<file path="config.mk">
export PLATFORM = sky130hd
export DESIGN_NAME = multicycle_control
export DESIGN_NICKNAME = d
export VERILOG_FILES = /design/src/rtl/core_pkg.sv /design/src/rtl/multicycle_control.sv
export SDC_FILE = /design/constraint.sdc
export NUM_CORES = 1
export LEC_CHECK = 0
export BUFFER_PORTS_ARGS = -buffer_cell sky130_fd_sc_hd__buf_2
export CORE_MARGIN = 3
export CORE_UTILIZATION = 40
export CTS_BUF_LIST = sky130_fd_sc_hd__clkbuf_16
export CTS_CLUSTER_SIZE = 24
export DETAILED_ROUTE_END_ITERATION = 10
export GPL_ROUTABILITY_DRIVEN = 0
export PLACE_DENSITY = 0.81
export SYNTH_ARGS = -nofsm -noshare
export SYNTH_HDL_FRONTEND = slang
export SYNTH_SLANG_ARGS = --single-unit
</file>
<file path="constraint.sdc">
create_clock -name clk -period 1.35 [get_ports clk]
set_input_delay 0.2025 -clock clk [delete_from_list [all_inputs] [get_ports clk]]
set_output_delay 0.2025 -clock clk [all_outputs]
set_load 0.05 [all_outputs]
</file>
<file path="src/rtl/core_pkg.sv">
// Shared encodings for the multicycle RV32I core: opcodes, control FSM states
// and datapath mux/ALU select codes.
package core_pkg;

  localparam logic [6:0] OP_R      = 7'b0110011;
  localparam logic [6:0] OP_IMM    = 7'b0010011;
  localparam logic [6:0] OP_LOAD   = 7'b0000011;
  localparam logic [6:0] OP_STORE  = 7'b0100011;
  localparam logic [6:0] OP_BRANCH = 7'b1100011;
  localparam logic [6:0] OP_JAL    = 7'b1101111;
  localparam logic [6:0] OP_JALR   = 7'b1100111;
  localparam logic [6:0] OP_LUI    = 7'b0110111;
  localparam logic [6:0] OP_AUIPC  = 7'b0010111;
  localparam logic [6:0] OP_SYSTEM = 7'b1110011;

  typedef enum logic [3:0] {
    S_RESET     = 4'd0,
    S_FETCH     = 4'd1,
    S_DECODE    = 4'd2,
    S_EXEC_R    = 4'd3,
    S_EXEC_I    = 4'd4,
    S_MEM_ADDR  = 4'd5,
    S_MEM_RD    = 4'd6,
    S_MEM_WB    = 4'd7,
    S_MEM_WR    = 4'd8,
    S_BRANCH    = 4'd9,
    S_JAL       = 4'd10,
    S_JALR_ADDR = 4'd11,
    S_JALR_PC   = 4'd12,
    S_LUI       = 4'd13,
    S_ALU_WB    = 4'd14,
    S_HALT      = 4'd15
  } state_t;

  localparam logic [1:0] A_PC       = 2'd0;
  localparam logic [1:0] A_OLDPC    = 2'd1;
  localparam logic [1:0] A_RS1      = 2'd2;

  localparam logic [1:0] B_RS2      = 2'd0;
  localparam logic [1:0] B_IMM      = 2'd1;
  localparam logic [1:0] B_FOUR     = 2'd2;

  localparam logic [1:0] ALU_ADD    = 2'd0;
  localparam logic [1:0] ALU_SUB    = 2'd1;
  localparam logic [1:0] ALU_FUNCT  = 2'd2;
  localparam logic [1:0] ALU_PASSB  = 2'd3;

  localparam logic [1:0] RES_ALUOUT = 2'd0;
  localparam logic [1:0] RES_MDR    = 2'd1;
  localparam logic [1:0] RES_ALU    = 2'd2;

  // SYSTEM (ECALL/EBREAK) and unknown opcodes both stop the core.
  function automatic state_t decode_next(input logic [6:0] op);
    state_t nxt;
    case (op)
      OP_R:      nxt = S_EXEC_R;
      OP_IMM:    nxt = S_EXEC_I;
      OP_LOAD:   nxt = S_MEM_ADDR;
      OP_STORE:  nxt = S_MEM_ADDR;
      OP_BRANCH: nxt = S_BRANCH;
      OP_JAL:    nxt = S_JAL;
      OP_JALR:   nxt = S_JALR_ADDR;
      OP_LUI:    nxt = S_LUI;
      OP_AUIPC:  nxt = S_ALU_WB;
      default:   nxt = S_HALT;
    endcase
    return nxt;
  endfunction

endpackage

</file>
<file path="src/rtl/multicycle_control.sv">
// Main control FSM of the multicycle RV32I core: sequences the shared datapath
// through fetch/decode/execute/memory/writeback and drives every enable and select.
module multicycle_control
  import core_pkg::*;
(
  input  logic       clk,
  input  logic       resetn,
  input  logic [6:0] opcode,
  input  logic [2:0] funct3,
  input  logic       funct7_5,
  input  logic       branch_cond,
  input  logic       mem_ready,
  output logic       pc_write,
  output logic       ir_write,
  output logic       addr_src,
  output logic       mem_read,
  output logic       mem_write,
  output logic [1:0] alu_src_a,
  output logic [1:0] alu_src_b,
  output logic [1:0] alu_op,
  output logic [1:0] result_src,
  output logic       reg_write,
  output logic       instr_done,
  output logic       halted,
  output logic [3:0] state
);

  state_t state_r;
  state_t next_s;

  // The ALU decodes funct3/funct7_5 itself; the sequencer does not need them.
  logic funct_unused_s;
  assign funct_unused_s = ^{funct3, funct7_5};

  assign state = state_r;

  // State register
  always_ff @(posedge clk or negedge resetn) begin
    if (!resetn) begin
      state_r <= S_RESET;
    end else begin
      state_r <= next_s;
    end
  end

  // Next-state and Moore outputs, with mem_ready/branch_cond qualification
  always_comb begin
    next_s     = state_r;
    pc_write   = 1'b0;
    ir_write   = 1'b0;
    addr_src   = 1'b0;
    mem_read   = 1'b0;
    mem_write  = 1'b0;
    alu_src_a  = A_PC;
    alu_src_b  = B_RS2;
    alu_op     = ALU_ADD;
    result_src = RES_ALUOUT;
    reg_write  = 1'b0;
    instr_done = 1'b0;
    halted     = 1'b0;
    case (state_r)
      S_RESET: begin
        next_s = S_FETCH;
      end
      S_FETCH: begin
        mem_read   = 1'b1;
        alu_src_b  = B_FOUR;
        result_src = RES_ALU;
        if (mem_ready) begin
          ir_write = 1'b1;
          pc_write = 1'b1;
          next_s   = S_DECODE;
        end else begin
          next_s   = S_FETCH;
        end
      end
      S_DECODE: begin
        alu_src_a = A_OLDPC;
        alu_src_b = B_IMM;
        next_s    = decode_next(opcode);
      end
      S_EXEC_R: begin
        alu_src_a = A_RS1;
        alu_op    = ALU_FUNCT;
        next_s    = S_ALU_WB;
      end
      S_EXEC_I: begin
        alu_src_a = A_RS1;
        alu_src_b = B_IMM;
        alu_op    = ALU_FUNCT;
        next_s    = S_ALU_WB;
      end
      S_LUI: begin
        alu_src_b = B_IMM;
        alu_op    = ALU_PASSB;
        next_s    = S_ALU_WB;
      end
      S_MEM_ADDR: begin
        alu_src_a = A_RS1;
        alu_src_b = B_IMM;
        if (opcode == OP_STORE) begin
          next_s = S_MEM_WR;
        end else begin
          next_s = S_MEM_RD;
        end
      end
      S_MEM_RD: begin
        mem_read = 1'b1;
        addr_src = 1'b1;
        if (mem_ready) begin
          next_s = S_MEM_WB;
        end else begin
          next_s = S_MEM_RD;
        end
      end
      S_MEM_WB: begin
        result_src = RES_MDR;
        reg_write  = 1'b1;
        instr_done = 1'b1;
        next_s     = S_FETCH;
      end
      S_MEM_WR: begin
        mem_write = 1'b1;
        addr_src  = 1'b1;
        if (mem_ready) begin
          instr_done = 1'b1;
          next_s     = S_FETCH;
        end else begin
          next_s     = S_MEM_WR;
        end
      end
      S_BRANCH: begin
        alu_src_a  = A_RS1;
        alu_op     = ALU_SUB;
        pc_write   = branch_cond;
        instr_done = 1'b1;
        next_s     = S_FETCH;
      end
      S_JAL: begin
        pc_write  = 1'b1;
        alu_src_a = A_OLDPC;
        alu_src_b = B_FOUR;
        next_s    = S_ALU_WB;
      end
      S_JALR_ADDR: begin
        alu_src_a = A_RS1;
        alu_src_b = B_IMM;
        next_s    = S_JALR_PC;
      end
      S_JALR_PC: begin
        pc_write  = 1'b1;
        alu_src_a = A_OLDPC;
        alu_src_b = B_FOUR;
        next_s    = S_ALU_WB;
      end
      S_ALU_WB: begin
        reg_write  = 1'b1;
        instr_done = 1'b1;
        next_s     = S_FETCH;
      end
      S_HALT: begin
        halted = 1'b1;
        next_s = S_HALT;
      end
      default: begin
        next_s = S_RESET;
      end
    endcase
  end

endmodule
</file>
==> results of run 1 <==
-- metrics by stage --
stage	hold slack, ns	TNS (ns)	util, %
3_5_place_dp	0.00797	-2.36	78.6
3_3_place_gp	0.00471	-1.70	78.6
2_1_floorplan	-0.0931	-3.10	-
-- kinds of logic after synthesis --
logic type | Yosys count | share of synthesized area, %
AO/OA/AOI/OAI | 31 | 30.6
multiplexers | 2 | 3.01
buffers and inverters | 10 | 9.91
AND/OR/NAND/NOR | 52 | 41.1
XOR/XNOR | 1 | 1.24
flip-flops | 4 | 14.2
-- synth_stat cells (2+ instances only) --
cell type | count | share of area (%)
a21oi_1 | 6 | 4.2
nor2b_1 | 4 | 3.5
nor3_1 | 5 | 3.5
nor2_1 | 12 | 6.4
buf_6 | 2 | 3.2
nand3_1 | 2 | 1.4
nand3b_1 | 2 | 2.1
o21ai_0 | 7 | 5.0
nand2b_1 | 9 | 8.0
o31ai_1 | 2 | 2.1
buf_2 | 2 | 1.4
dfrtp_1 | 4 | 14
buf_4 | 4 | 4.2
nand2_1 | 11 | 5.8
==> flow_summary.json, run 1 <==
{
  "yosysUniqueCellTypes": 42,
  "synth_flop_cell": "dfrtp_1",
  "ios": 35,
  "place_inst": 172,
  "synth_edf_count": 0,
  "synth.avg_cell_area_um2": 7.07,
  "post-place-ws_ns": -0.239,
  "error": "[ERROR DPL-0038] Utilization greater than 100%, impossible to legalize",
  "die-width_um": 48.0,
  "die_h_um": 48.0,
  "cts_resized": 89,
  "yosysWarnings": 0,
  "root_buffer": "clkbuf_16",
  "rows": 14,
  "dpl_cell_area_um2": 1240,
  "dp_hpwl_um": 1950,
  "post_cts_buffers": 16,
  "ys_ff_latch": 4,
  "cts_hold_buf": 1,
  "io_buffers": 30,
  "clk_path_buf_depth": 2,
  "ctsHtreeMaxLevel": 1,
  "synth_nets": 115,
  "cts.sinks": 4,
  "status": "aborted with a tool error",
  "cts_buffers": 3,
  "stop_stage": "clock tree synthesis",
  "yosysSeqAreaShare_pct": 14.2,
  "syn_area_um2": 707,
  "synth_cells": 100,
  "start_util_pct": 44.8,
  "async_reset_ff_share_pct": 100
}
==> inputs of run 2 (changes only) <==
==> config.mk (replaced) <==
export PLATFORM = sky130hd
export DESIGN_NAME = multicycle_control
export DESIGN_NICKNAME = d
export VERILOG_FILES = /design/src/rtl/core_pkg.sv /design/src/rtl/multicycle_control.sv
export SDC_FILE = /design/constraint.sdc
export NUM_CORES = 1
export LEC_CHECK = 0
export BUFFER_PORTS_ARGS = -buffer_cell sky130_fd_sc_hd__buf_2
export CORE_AREA = 3 3 64 66
export DETAILED_ROUTE_END_ITERATION = 10
export DIE_AREA = 0 0 67 69
export GPL_ROUTABILITY_DRIVEN = 0
export PLACE_DENSITY_LB_ADDON = 0.15
export SYNTH_ARGS = -nofsm -noshare
export SYNTH_HDL_FRONTEND = slang
export SYNTH_SLANG_ARGS = --single-unit
==> run 2 against run 1 <==
  * The flow now finishes, with violations (negative setup slack)
  * Synthesized cell count stayed put
  * Synthesized area stayed put
==> flow_summary.json, run 2 <==
{
  "synth_largest_area_cell": "dfrtp_1",
  "skew_ns": 0.00692,
  "cp.required_ns": 1.15,
  "max_stage_delay_ns": 0.47,
  "drive_above_1_share_pct": 75.4,
  "cts.sinks": 4,
  "antenna_found_initial": 0,
  "maxCapViolCount": 0,
  "violations": "negative setup slack",
  "via_per_inst": 4.56,
  "r2r-start": "state[3]",
  "drt_drc_violations_left": 0,
  "grt_pass1_wl_um": 4800,
  "grt_pass1_vias": 1083,
  "syn_area_um2": 707,
  "synth_most_common_cell": "nor2_1",
  "start_util_pct": 19.5,
  "final_common_cell": "buf_4",
  "max_freq_mhz": 620,
  "rows": 22,
  "cts.reportedPaths.clkPinSlew_ns": 0.03,
  "synth_commonest_cells": "nor2_1 (12), nand2_1 (11), nand2b_1 (9)",
  "core_area_um2": 3630,
  "crit_top_cell": "buf_6",
  "yosysWarnings": 0,
  "synth.avg_cell_area_um2": 7.07,
  "worstMarginPinSlew_ns": 0.244,
  "dieArea_um2": 4620,
  "hold_viol": 0,
  "root_buffer": "clkbuf_8",
  "reg2reg_depth": 8,
  "first_pass_iters": 4,
  "critPathArrivalTime_ns": 1.41,
  "rsz0062_at_grt": "true",
  "cp-start-kind": "register",
  "synth_cells": 100,
  "drtIter0Drc": 34,
  "io_buffers": 30,
  "ios": 35,
  "timing.rr.end": "state[0]",
  "grt_use_total_pct": 12.7,
  "cp_cell_sequence": "buf_6 > buf_6 > nor2b_4 > and3_4 > buf_8",
  "synth_flop_cell": "dfrtp_1",
  "async_reset_ff_share_pct": 100,
  "synthTopCellsByArea": "dfrtp_1 (14%), nand2b_1 (8.0%), nor2_1 (6.4%)",
  "grt-ovfl-total": 0,
  "hold_class": "primary input to async pin",
  "die_h_um": 69,
  "regToRegSetupSlack_ns": -0.18,
  "yosysSeqAreaShare_pct": 14.2,
  "cts_buffers": 3,
  "hold_slack_ns": 0.328,
  "timing.final.crit_share_pct": 120,
  "endpoint_kind": "output port",
  "vias": 1016,
  "routedWlPerCell_um": 12.6,
  "layout_common_cells": "buf_4 (36), buf_6 (24), buf_2 (13)",
  "setup_viol": 20,
  "clock_latency_ns": 0.22,
  "path_class": "register to output port",
  "yosysTopAreaCellShare_pct": 14.2,
  "ctsHtreeMaxLevel": 1,
  "antenna_left": 0,
  "drv_slew": 0,
  "critPathLaunch": "state[1]",
  "clk_path_buf_depth": 2,
  "synth_edf_count": 0,
  "largest_reg_flops": 4,
  "max-slew-margin-rel_pct": 83.6,
  "crit_slowest_cell": "dfrtp_2",
  "syn_to_final_growth_pct": 146,
  "cts_tree": "built",
  "ys_ff_latch": 4,
  "totalWireLength_um": 2800,
  "yosysUniqueCellTypes": 42,
  "die-width_um": 67,
  "status": "finished with violations",
  "setup_slack_ns": -0.264,
  "fin_nets": 192,
  "crit_fanout": 7,
  "grt_max_degree": 15,
  "dp_hpwl_um": 1990,
  "endpoint": "ir_write",
  "nFillCells": 370,
  "synth_nets": 115,
  "period_needed_ns": 1.61,
  "antennaDiodeCount": 0
}
-- run 2: routing by layer --
layer,track usage [%],routed length [µm]
met5,0,0
met3,0.977,58
met4,3.38,0
met1,15.9,1190
met2,22.7,1550
-- run 2: cells by family (layout without fill, tap and decap cells) --
group / Yosys count / count (layout) / synth area share (%)
muxes: 2 / 2 / 3.01
xor gates and xnor gates: 1 / 1 / 1.24
DFF: 4 / 4 / 14.2
buffers and inverters: 10 / 85 / 9.91
and+or+nand+nor: 52 / 52 / 41.1
AOI/OAI and AO/OA: 31 / 31 / 30.6
-- run 2: area by class of cell --
class	count	area, µm²	area share (%)
inverters	2	7.51	0.431
clock buffers	3	41.3	2.37
multi-input cells	86	822	47.2
flip-flops and latches	4	105	6.03
well taps	48	60.1	3.45
repair buffers	80	706	40.5
-- run 2: timing repair --
item                       in CTS  in global routing
setup endpoints to repair      19                 22
hold endpoints to repair        4                  0
pin swaps                      11                 13
hold buffers                    1                  0
setup buffers                   9                  7
resized for setup              65                 26
-- run 2: critical path, delay by kind of cell (launching register included) --
kind	cells	cell delay, ns
buffers and inverters	3	0.42
flip-flops	1	0.47
AND/OR/NAND/NOR	2	0.30
-- run 2: worst min-delay path by stage --
stage | start | endpoint | slack (ns) | cells after the start
6_report | resetn | state[0] | 0.33 | 2
5_1_grt | resetn | state[2] | 0.32 | 2
4_1_cts | resetn | state[0] | 0.32 | 2
3_5_place_dp | resetn | state[3] | 0.009 | 1
3_3_place_gp | resetn | state[1] | 0.006 | 1
2_1_floorplan | resetn | state[0] | -0.09 | 0
-- run 2: stage by stage --
stage | util, % | setup slack (ns) | std cells | TNS (ns) | cell area [µm²]
after global placement | 35.4 | -0.160 | 205 | -1.65 | 1290
after floorplan | - | -0.482 | 100 | -3.10 | 916
after global routing | 47.9 | -0.322 | 223 | -4.91 | 1740
final | 47.9 | -0.264 | 223 | -3.67 | 1740
after CTS | 44.2 | -0.274 | 218 | -3.62 | 1610
after detailed placement | 35.4 | -0.171 | 205 | -1.78 | 1290
Power of run 2 is left out: the tool's default activity adds up to more than one toggle a clock period on the data nets, which glitch-free logic cannot reach.
==> inputs of run 3 (changes only) <==
--- a/config.mk
+++ b/config.mk
@@ -11,6 +11,8 @@
 export DIE_AREA = 0 0 67 69
 export GPL_ROUTABILITY_DRIVEN = 0
 export PLACE_DENSITY_LB_ADDON = 0.15
+export REMOVE_ABC_BUFFERS = 1
+export SETUP_SLACK_MARGIN = 0.15
 export SYNTH_ARGS = -nofsm -noshare
 export SYNTH_HDL_FRONTEND = slang
 export SYNTH_SLANG_ARGS = --single-unit
==> run 3 against run 2 <==
  * Sequential share of layout area grew 0.61 points
  * Highest routed layer is now met4
  * Critical path type unchanged
  * Die area unchanged
  * The flow still finishes with violations (negative setup slack)
  * Largest cell class unchanged
  * Flip-flop and latch count unchanged
  * First-iteration DRC count increased by 18%
  * Global-route usage shrank 0.13 points
  * Clock skew is 0.0044 ns lower
==> flow_summary.json, run 3 (synthesized netlist as in run 2, its figures left out) <==
{
  "status": "finished with violations",
  "violations": "negative setup slack",
  "ios": 35,
  "first_pass_iters": 2,
  "grt_max_degree": 9,
  "cp-start-kind": "register",
  "cts_buffers": 3,
  "cts_tree": "built",
  "io_buffers": 30,
  "rows": 22,
  "dp_hpwl_um": 1940,
  "rsz0062_at_grt": "true",
  "dieArea_um2": 4620,
  "critPathLaunch": "state[2]",
  "r2r-start": "state[3]",
  "nFillCells": 388,
  "clock_latency_ns": 0.22,
  "grt_pass1_vias": 1057,
  "core_area_um2": 3630,
  "root_buffer": "clkbuf_8",
  "drt-met1-wl_um": 1210,
  "fin_nets": 186,
  "maxCapViolCount": 0,
  "die_h_um": 69,
  "ctsHtreeMaxLevel": 1,
  "setup_viol": 19,
  "drtIter0Drc": 40,
  "grt_pass1_wl_um": 4690,
  "max_freq_mhz": 609,
  "wl_met3_um": 83,
  "grt_use_total_pct": 12.6,
  "cts.sinks": 4,
  "start_util_pct": 19.5,
  "highest_layer": "met4",
  "totalWireLength_um": 2830,
  "setup_tns_ns": -3.40,
  "syn_to_final_growth_pct": 124,
  "met2WireLength_um": 1510,
  "routedWlPerCell_um": 13.0,
  "cp.required_ns": 1.15,
  "max-slew-margin-rel_pct": 83.5,
  "vias": 993,
  "grt-ovfl-total": 0,
  "period_needed_ns": 1.64,
  "via_per_inst": 4.58,
  "hold_class": "primary input to async pin",
  "antenna_found_initial": 0,
  "endpoint_kind": "output port",
  "timing.rr.end": "state[2]",
  "crit_fanout": 6,
  "final_common_cell": "buf_4",
  "layout_common_cells": "buf_4 (37), buf_6 (21), buf_2 (10)",
  "cts.reportedPaths.clkPinSlew_ns": 0.03,
  "antennaDiodeCount": 0,
  "regToRegSetupSlack_ns": -0.16,
  "reg2reg_depth": 6,
  "drt_drc_violations_left": 0,
  "clk_path_buf_depth": 2,
  "die-width_um": 67,
  "antenna_left": 0,
  "skew_ns": 0.00253,
  "critPathArrivalTime_ns": 1.44,
  "worstMarginPinSlew_ns": 0.246,
  "timing.final.crit_share_pct": 122,
  "setup_slack_ns": -0.291,
  "drive_above_1_share_pct": 71.6,
  "hold_viol": 0,
  "endpoint": "instr_done",
  "drv_slew": 0,
  "path_class": "register to output port",
  "largest_reg_flops": 4
}
[run 3: cell types whose count changed in the layout (fill, tap and decap cells not counted), sizes merged]
cell | before | now
buf | 79 | 73
[run 3: layout make-up]
class	count	area, µm²	share of cell area [%]
Multi-Input combinational cell	86	718	45.4
Timing Repair Buffer	74	649	41.1
Tap cell	48	60.1	3.80
Sequential cell	4	105	6.65
Inverter	2	7.51	0.475
Clock buffer	3	41.3	2.61
[run 3: per-layer routing]
metal  up-vias  global-route usage, %
met2        21                   23.5
met1       466                   15.0
li1        504                      -
met5         -                      0
met4         0                   3.38
met3         2                  0.651
[run 3: per-stage QoR]
| step | util [%] | cell area, µm² | hold WS [ns] | cells | setup WS (ns) |
|---|---|---|---|---|---|
| finish | 43.5 | 1580 | 0.322 | 217 | -0.291 |
| global route | 43.5 | 1580 | 0.345 | 217 | -0.347 |
| CTS | 41.2 | 1500 | 0.322 | 215 | -0.285 |
| detailed placement | 29.5 | 1070 | 0.00903 | 199 | -0.267 |
| global placement | 29.5 | 1070 | 0.00807 | 199 | -0.261 |
| floorplan | - | 644 | -0.0931 | 92 | -1.67 |
[run 3: worst min path at each step]
| stage | end | cells past startpoint |
|---|---|---|
| after global routing | state[0] | 2 |
| after detailed placement | state[3] | 1 |
| after floorplan | state[0] | 0 |
| after CTS | state[0] | 2 |
| final | state[0] | 2 |
| after global placement | state[3] | 1 |
[run 3: critical path, stage by stage (launching register included)]
cell     delay (ns)
dfrtp_2        0.41
buf_6          0.16
nand2_2        0.06
or2_4          0.24
nand2_2        0.07
a22o_1         0.13
buf_6          0.16
[run 3: what timing repair did]
| action | 4_1_cts | 5_1_grt |
|---|---|---|
| hold buffers | 1 | 0 |
| setup endpoints to repair | 24 | 24 |
| gates resized for setup | 88 | 18 |
| pin swaps | 11 | 6 |
| setup buffers | 12 | 2 |
| endpoints found under the hold margin | 4 | 0 |
| gates cloned | 0 | 0 |
Power of run 3 is left out for the same reason.
